--- src/rtl/pcm_stream_pkg.sv ---
// rtl/pcm_stream_pkg.sv - opcodes, FSM state types and constants for pcm_stream_ctrl
package pcm_stream_pkg;

  typedef enum logic [7:0] {
    CMD_START   = 8'hA1,
    CMD_STOP    = 8'hA2,
    CMD_FLUSH   = 8'hA3,
    CMD_STATUS  = 8'hA4,
    CMD_CLR_OVR = 8'hA5
  } cmd_e;

  typedef logic wr_state_t;
  localparam wr_state_t W_IDLE = 1'b0;
  localparam wr_state_t W_HIGH = 1'b1;

  typedef logic [1:0] rd_state_t;
  localparam rd_state_t R_IDLE = 2'd0;
  localparam rd_state_t R_WAIT = 2'd1;
  localparam rd_state_t R_LOAD = 2'd2;

  localparam logic [7:0] FILL_BYTE = 8'h00;

endpackage

--- src/rtl/sync_edge_detect.sv ---
// rtl/sync_edge_detect.sv - multi-flop synchronizer with rising-edge pulse output
module sync_edge_detect #(
  parameter int STAGES = 2
) (
  input  logic clk,
  input  logic rst,
  input  logic d_i,
  output logic rise_o
);

  logic [STAGES-1:0] sync_q;
  logic              hist_q;

  always_ff @(posedge clk or posedge rst) begin
    if (rst) begin
      sync_q <= '0;
      hist_q <= 1'b0;
    end else begin
      sync_q <= {sync_q[STAGES-2:0], d_i};
      hist_q <= sync_q[STAGES-1];
    end
  end

  assign rise_o = sync_q[STAGES-1] & ~hist_q;

endmodule

--- src/rtl/pcm_stream_ctrl.sv ---
// rtl/pcm_stream_ctrl.sv - packs PCM samples into the TX FIFO and serves it to the SPI slave
module pcm_stream_ctrl
  import pcm_stream_pkg::*;
#(
  parameter int DATA_WIDTH = 16,
  parameter int FIFO_DEPTH = 524288,
  parameter int LVL_W      = $clog2(FIFO_DEPTH) + 1
) (
  input  logic                  clk,
  input  logic                  rst,
  input  logic [DATA_WIDTH-1:0] pcm_data,
  input  logic                  pcm_valid,
  input  logic [7:0]            spi_cmd,
  input  logic                  spi_cmd_valid,
  input  logic                  spi_busy,
  output logic [7:0]            spi_tx_data,
  output logic                  spi_tx_valid,
  output logic                  fifo_wr_en,
  output logic [7:0]            fifo_wdata,
  input  logic                  fifo_full,
  output logic                  fifo_rd_en,
  input  logic [7:0]            fifo_rdata,
  input  logic                  fifo_empty,
  output logic                  fifo_flush,
  output logic                  capture_active,
  output logic [7:0]            overrun_cnt,
  output logic [LVL_W-1:0]      fifo_level
);

  localparam logic [LVL_W-1:0] LVL_LIMIT = LVL_W'(FIFO_DEPTH - 2);
  localparam logic [LVL_W-1:0] LVL_ONE   = LVL_W'(1);

  logic slot_edge;

  sync_edge_detect #(.STAGES(2)) u_busy_edge (
    .clk   (clk),
    .rst   (rst),
    .d_i   (spi_busy),
    .rise_o(slot_edge)
  );

  wr_state_t        wr_state_q, wr_state_d;
  rd_state_t        rd_state_q, rd_state_d;
  logic [7:0]       hi_q, hi_d, wdata_q, wdata_d, byte_q, byte_d;
  logic [7:0]       tx_data_q, tx_data_d, ovr_q, ovr_d;
  logic             wr_en_q, wr_en_d, rd_en_q, rd_en_d, tx_valid_q, tx_valid_d;
  logic             from_fifo_q, from_fifo_d, flush_pend_q, flush_pend_d;
  logic             flush_q, flush_d, capture_q, capture_d;
  logic [1:0]       status_cnt_q, status_cnt_d;
  logic [LVL_W-1:0] level_q, level_d;

  logic cmd_start, cmd_stop, cmd_flush, cmd_status, cmd_clr_ovr;
  logic flush_fire, room_ok, ovr_inc;
  logic [7:0] status0;

  assign cmd_start   = spi_cmd_valid && (spi_cmd == CMD_START);
  assign cmd_stop    = spi_cmd_valid && (spi_cmd == CMD_STOP);
  assign cmd_flush   = spi_cmd_valid && (spi_cmd == CMD_FLUSH);
  assign cmd_status  = spi_cmd_valid && (spi_cmd == CMD_STATUS);
  assign cmd_clr_ovr = spi_cmd_valid && (spi_cmd == CMD_CLR_OVR);

  // Flush waits for the reader so an in-flight FIFO read is never cut off.
  assign flush_fire = (flush_pend_q | cmd_flush) & (rd_state_q == R_IDLE);
  // Room for a full pair, counting the byte being written this cycle.
  assign room_ok    = ~fifo_full &
                      ((level_q + {{(LVL_W-1){1'b0}}, wr_en_q}) <= LVL_LIMIT);
  assign status0    = {capture_q, fifo_empty, (ovr_q != 8'h00), 5'b0};

  always_comb begin
    wr_state_d   = wr_state_q;
    rd_state_d   = rd_state_q;
    hi_d         = hi_q;
    wdata_d      = wdata_q;
    byte_d       = byte_q;
    tx_data_d    = tx_data_q;
    ovr_d        = ovr_q;
    wr_en_d      = 1'b0;
    rd_en_d      = 1'b0;
    tx_valid_d   = 1'b0;
    from_fifo_d  = from_fifo_q;
    flush_pend_d = (flush_pend_q | cmd_flush) & ~flush_fire;
    flush_d      = flush_fire;
    capture_d    = cmd_start ? 1'b1 : (cmd_stop ? 1'b0 : capture_q);
    status_cnt_d = status_cnt_q;
    level_d      = level_q;
    ovr_inc      = 1'b0;

    case (wr_state_q)
      W_IDLE: begin
        if (pcm_valid && capture_q) begin
          if (room_ok) begin
            hi_d       = pcm_data[DATA_WIDTH-1:8];
            wdata_d    = pcm_data[7:0];
            wr_en_d    = 1'b1;
            wr_state_d = W_HIGH;
          end else begin
            ovr_inc = 1'b1;
          end
        end
      end
      W_HIGH: begin
        wdata_d    = hi_q;
        wr_en_d    = 1'b1;
        wr_state_d = W_IDLE;
        ovr_inc    = pcm_valid;
      end
    endcase

    if (flush_fire) begin
      wr_state_d = W_IDLE;
      wr_en_d    = 1'b0;
    end

    if (cmd_clr_ovr)
      ovr_d = 8'h00;
    else if (ovr_inc && (ovr_q != 8'hFF))
      ovr_d = ovr_q + 8'd1;

    if (flush_fire)
      level_d = '0;
    else if (wr_en_q && !rd_en_q)
      level_d = level_q + LVL_ONE;
    else if (!wr_en_q && rd_en_q)
      level_d = level_q - LVL_ONE;

    case (rd_state_q)
      R_IDLE: begin
        if (slot_edge) begin
          if (status_cnt_q != 2'd0) begin
            byte_d       = (status_cnt_q == 2'd2) ? status0 : ovr_q;
            status_cnt_d = status_cnt_q - 2'd1;
            from_fifo_d  = 1'b0;
            rd_state_d   = R_LOAD;
          end else if (!fifo_empty && !flush_fire) begin
            rd_en_d     = 1'b1;
            from_fifo_d = 1'b1;
            rd_state_d  = R_WAIT;
          end else begin
            byte_d      = FILL_BYTE;
            from_fifo_d = 1'b0;
            rd_state_d  = R_LOAD;
          end
        end
      end
      R_WAIT: rd_state_d = R_LOAD;
      R_LOAD: begin
        tx_data_d  = from_fifo_q ? fifo_rdata : byte_q;
        tx_valid_d = 1'b1;
        rd_state_d = R_IDLE;
      end
      default: rd_state_d = R_IDLE;
    endcase

    if (cmd_status)
      status_cnt_d = 2'd2;
  end

  always_ff @(posedge clk or posedge rst) begin
    if (rst) begin
      wr_state_q   <= W_IDLE;
      rd_state_q   <= R_IDLE;
      hi_q         <= 8'h00;
      wdata_q      <= 8'h00;
      byte_q       <= 8'h00;
      tx_data_q    <= 8'h00;
      ovr_q        <= 8'h00;
      wr_en_q      <= 1'b0;
      rd_en_q      <= 1'b0;
      tx_valid_q   <= 1'b0;
      from_fifo_q  <= 1'b0;
      flush_pend_q <= 1'b0;
      flush_q      <= 1'b0;
      capture_q    <= 1'b0;
      status_cnt_q <= 2'd0;
      level_q      <= '0;
    end else begin
      wr_state_q   <= wr_state_d;
      rd_state_q   <= rd_state_d;
      hi_q         <= hi_d;
      wdata_q      <= wdata_d;
      byte_q       <= byte_d;
      tx_data_q    <= tx_data_d;
      ovr_q        <= ovr_d;
      wr_en_q      <= wr_en_d;
      rd_en_q      <= rd_en_d;
      tx_valid_q   <= tx_valid_d;
      from_fifo_q  <= from_fifo_d;
      flush_pend_q <= flush_pend_d;
      flush_q      <= flush_d;
      capture_q    <= capture_d;
      status_cnt_q <= status_cnt_d;
      level_q      <= level_d;
    end
  end

  assign spi_tx_data    = tx_data_q;
  assign spi_tx_valid   = tx_valid_q;
  assign fifo_wr_en     = wr_en_q;
  assign fifo_wdata     = wdata_q;
  assign fifo_rd_en     = rd_en_q;
  assign fifo_flush     = flush_q;
  assign capture_active = capture_q;
  assign overrun_cnt    = ovr_q;
  assign fifo_level     = level_q;

endmodule

--- config.mk ---
export PLATFORM = sky130hd
export DESIGN_NAME = pcm_stream_ctrl
export DESIGN_NICKNAME = d
export VERILOG_FILES = /design/src/rtl/pcm_stream_pkg.sv /design/src/rtl/sync_edge_detect.sv /design/src/rtl/pcm_stream_ctrl.sv
export SDC_FILE = /design/constraint.sdc
export NUM_CORES = 1
export LEC_CHECK = 0
export ABC_CLOCK_PERIOD_IN_PS = 4800
export BUFFER_PORTS_ARGS = -buffer_cell sky130_fd_sc_hd__buf_4
export CAP_MARGIN = 40
export CORE_MARGIN = 5
export CORE_UTILIZATION = 26
export DETAILED_ROUTE_END_ITERATION = 10
export PLACE_DENSITY = 0.53
export SYNTH_ARGS = -nofsm -noshare
export SYNTH_HDL_FRONTEND = slang
export SYNTH_HIERARCHICAL = 1
export SYNTH_SLANG_ARGS = --single-unit
--- constraint.sdc ---
create_clock -name clk -period 4.8 [get_ports clk]
set_clock_uncertainty 0.1 [all_clocks]
set_input_delay 0.48 -clock clk [delete_from_list [all_inputs] [get_ports clk]]
set_output_delay 0.48 -clock clk [all_outputs]
set_load 0.005 [all_outputs]
==> run metrics <==
Cell Pwr Density 674 nW/um^2; final core utilization 33.8%; DR pass1 iterations 4; GPL Wtd Cong 0.819; Initial DRC Count around 220; Crit path largest cell delay a little over 0.5 ns; Reg area 1880 sq um; share of cells above drive strength 1 22.1%; antenna viol nets, final 0; number of global-route vias before repair 3,982; fmax 281 MHz; post-CTS resize count 0; global-route wire length before repair between 15 and 20 mm; crit end category flip-flop; ant diodes 0; fillers between 1,500 and 2,000; DR vias/cell 4.81; Die ar. ~20,000 sq um; slew margin rel. 40.1%; crit share post-route 74.1%; DR vias between 3,000 and 4,000; VDD IR max 0.303 mV; final count of negative-setup-slack endpoints 0; ys flop type dfrtp_1; area leader, netlist dfrtp_1; Req. time, crit path 4.92 ns; crit path cell chain nor2b_1 -> inv_1 -> ha_1 -> a2111oi_0 -> o21ai_0 -> a31o_2 -> a21oi_1 -> o21ai_1 -> a21boi_0 -> xor2_1 -> o22ai_1; Hold Vio Cnt, Final 0; Root Buffer clkbuf_16; initial antenna violation count 0; number of synthesized flops with an enable pin 0; outcome finished, final reports clean; count leader, synth dfrtp_1; Global Route Usage Sum between 10% and 20%; #FFs+latches synth 75; HPWL Detailed ~8.9 mm; FP Rows 47; CTS tree yes; wire per inst 15.0 microns; leak pwr roughly 2.5 nW; worst endpoint data arrival time 3.67 ns; Slew Viols, Final 0; RSZ-0062 raised after global routing false; ys async rst share 100%; top-area cell type share of the netlist area 42.5%; Initial Util 26.5%; Netlist cell types 58; Sink Count between 70 and 80; Synth Net Count 540; sequential-to-total area share from yosys stat 42.5%; Least-Margin Pin Slew just under 0.9 ns; Post-synth top cells dfrtp_1, nand2_1, nor2_1; DR DRC count 0; Post-Syn Area ~4400 sq um; H-tree depth 3; port bufs 87; Critical Path Fanout Max 20; total number of yosys warnings 6; kind of critical path reg -> reg; number of I/O pins 88; syn_area_per_cell 9.27 sq um; synth top area cells dfrtp_1, ha_1, mux2i_1; later-pin clock latency in the skew report 0.34 ns; WL final about 12 mm; Area growth, synth to finish 27.5%; Core ar. 16,600 sq um; MaxCap Viol Count 0; Total Nets Final 628; largest net degree at the start of global routing 42; CP Launch Type flip-flop; Slowest cell on crit path ha_1; Die Height between 100 and 150 microns; CTS max path bufs 2; DIE WIDTH 140 microns; Clock Pin Slew Worst Setup and Hold Paths about 0.070 ns; multi-input logic area 2400 sq um; total CTS buffers 9; setup TNS 0 ns; Final Critical Period 3.56 ns; synthesized instance count roughly 480; HP Class in -> reg; total gr overflow 0
placed cells by master, fill, tap and decap left out, types with 8 or more instances in the layout:
cell,count
inv_1,23
xnor2_1,16
xor2_1,8
nand3_1,14
nor2_1,41
mux2_2,8
ha_1,24
dfrtp_1,75
nor3_1,8
mux2i_1,21
o21ai_0,34
clkbuf_16,9
buf_4,90
nand2_1,54
a21oi_1,27
report_power, final:
group	switching, W	leakage, nW	internal [W]
combinational	0.000966	1.43	0.000936
sequential	0.000306	0.936	0.000890
clock	0.000290	0.142	0.000405
critical path: cells and delay by family, from the launching register on:
family          cells  cell delay [ns]
compound gates      7             1.62
xor+xnor            1             0.16
fa+ha+maj           1             0.51
buf+inv             1             0.38
flops               1             0.39
simple gates        1             0.26
state kept, by name (all words and copies together) (netlist names), 2 cells and up:
register and cells:
byte_q 8, rd_state_q 2, u_busy_edge/sync_q 2, fifo_wdata 8, spi_tx_data 8, fifo_level 20
hi_q 8, status_cnt_q 2, overrun_cnt 8
cells by family after synthesis:
group | count (synthesis) | share of synthesized area (%)
adder cells (fa/ha/maj) | 25 | 7.26
flip-flops | 75 | 42.5
buffers and inverters | 38 | 3.23
XOR/XNOR | 24 | 4.76
multiplexers | 29 | 6.80
AND/OR/NAND/NOR | 171 | 19.3
AO/OA/AOI/OAI | 114 | 16.2
repair_timing:
item / 4_1_cts / 5_1_grt
setup endpoints to repair: 0 / 0
setup buffers: 0 / 0
hold buffers: 1 / 0
hold endpoints to repair: 3 / 0
layer usage:
metal | up-vias | wire length, microns | track usage (%)
li1 | 1876 | - | -
met1 | 1811 | 5080 | 14.2
met2 | 90 | 6000 | 21.2
met3 | 22 | 555 | 4.06
met4 | 0 | 201 | 3.67
met5 | - | 0 | 0
worst paths after layout:
kind,start,endpoint,slack [ns],cells after the start
hold reg to reg,u_busy_edge/sync_q[0]$_DFF_PP0_,u_busy_edge/sync_q[1]$_DFF_PP0_,0.26,0
max in group asynchronous,rst,fifo_wdata[6]$_DFFE_PP0P_,2.88,4
setup / recovery,fifo_wr_en$_DFF_PP0_,fifo_level[13]$_DFFE_PP0P_,1.24,11
min in group asynchronous,rst,u_busy_edge/sync_q[1]$_DFF_PP0_,0.47,3
setup reg to reg,fifo_wr_en$_DFF_PP0_,fifo_level[13]$_DFFE_PP0P_,1.24,11
hold / removal,spi_busy,u_busy_edge/sync_q[0]$_DFF_PP0_,0.14,1
metrics by stage:
| stage | hold slack, ns | cell area (sq um) | std cells | power, W | setup WS [ns] |
|---|---|---|---|---|---|
| after detailed placement | 0.237 | 5320 | 772 | 0.00312 | 1.25 |
| after global routing | 0.130 | 5630 | 789 | 0.00414 | 1.01 |
| after CTS | 0.130 | 5630 | 789 | 0.00385 | 1.24 |
| final | 0.145 | 5630 | 789 | 0.00379 | 1.24 |
| after floorplan | 0.134 | 4410 | 476 | 0.00246 | 1.62 |
| after global placement | 0.242 | 5320 | 772 | 0.00307 | 1.33 |
cell type report:
cell class                      count  area share, %
Timing Repair Buffer               91           12.2
Clock buffer                        9           4.00
Clock inverter                      7           1.36
Tap cell                          220           4.89
Inverter                           24           1.60
Sequential cell                    75           33.3
Multi-Input combinational cell    363           42.6
Power figures use the tool's default switching activity.
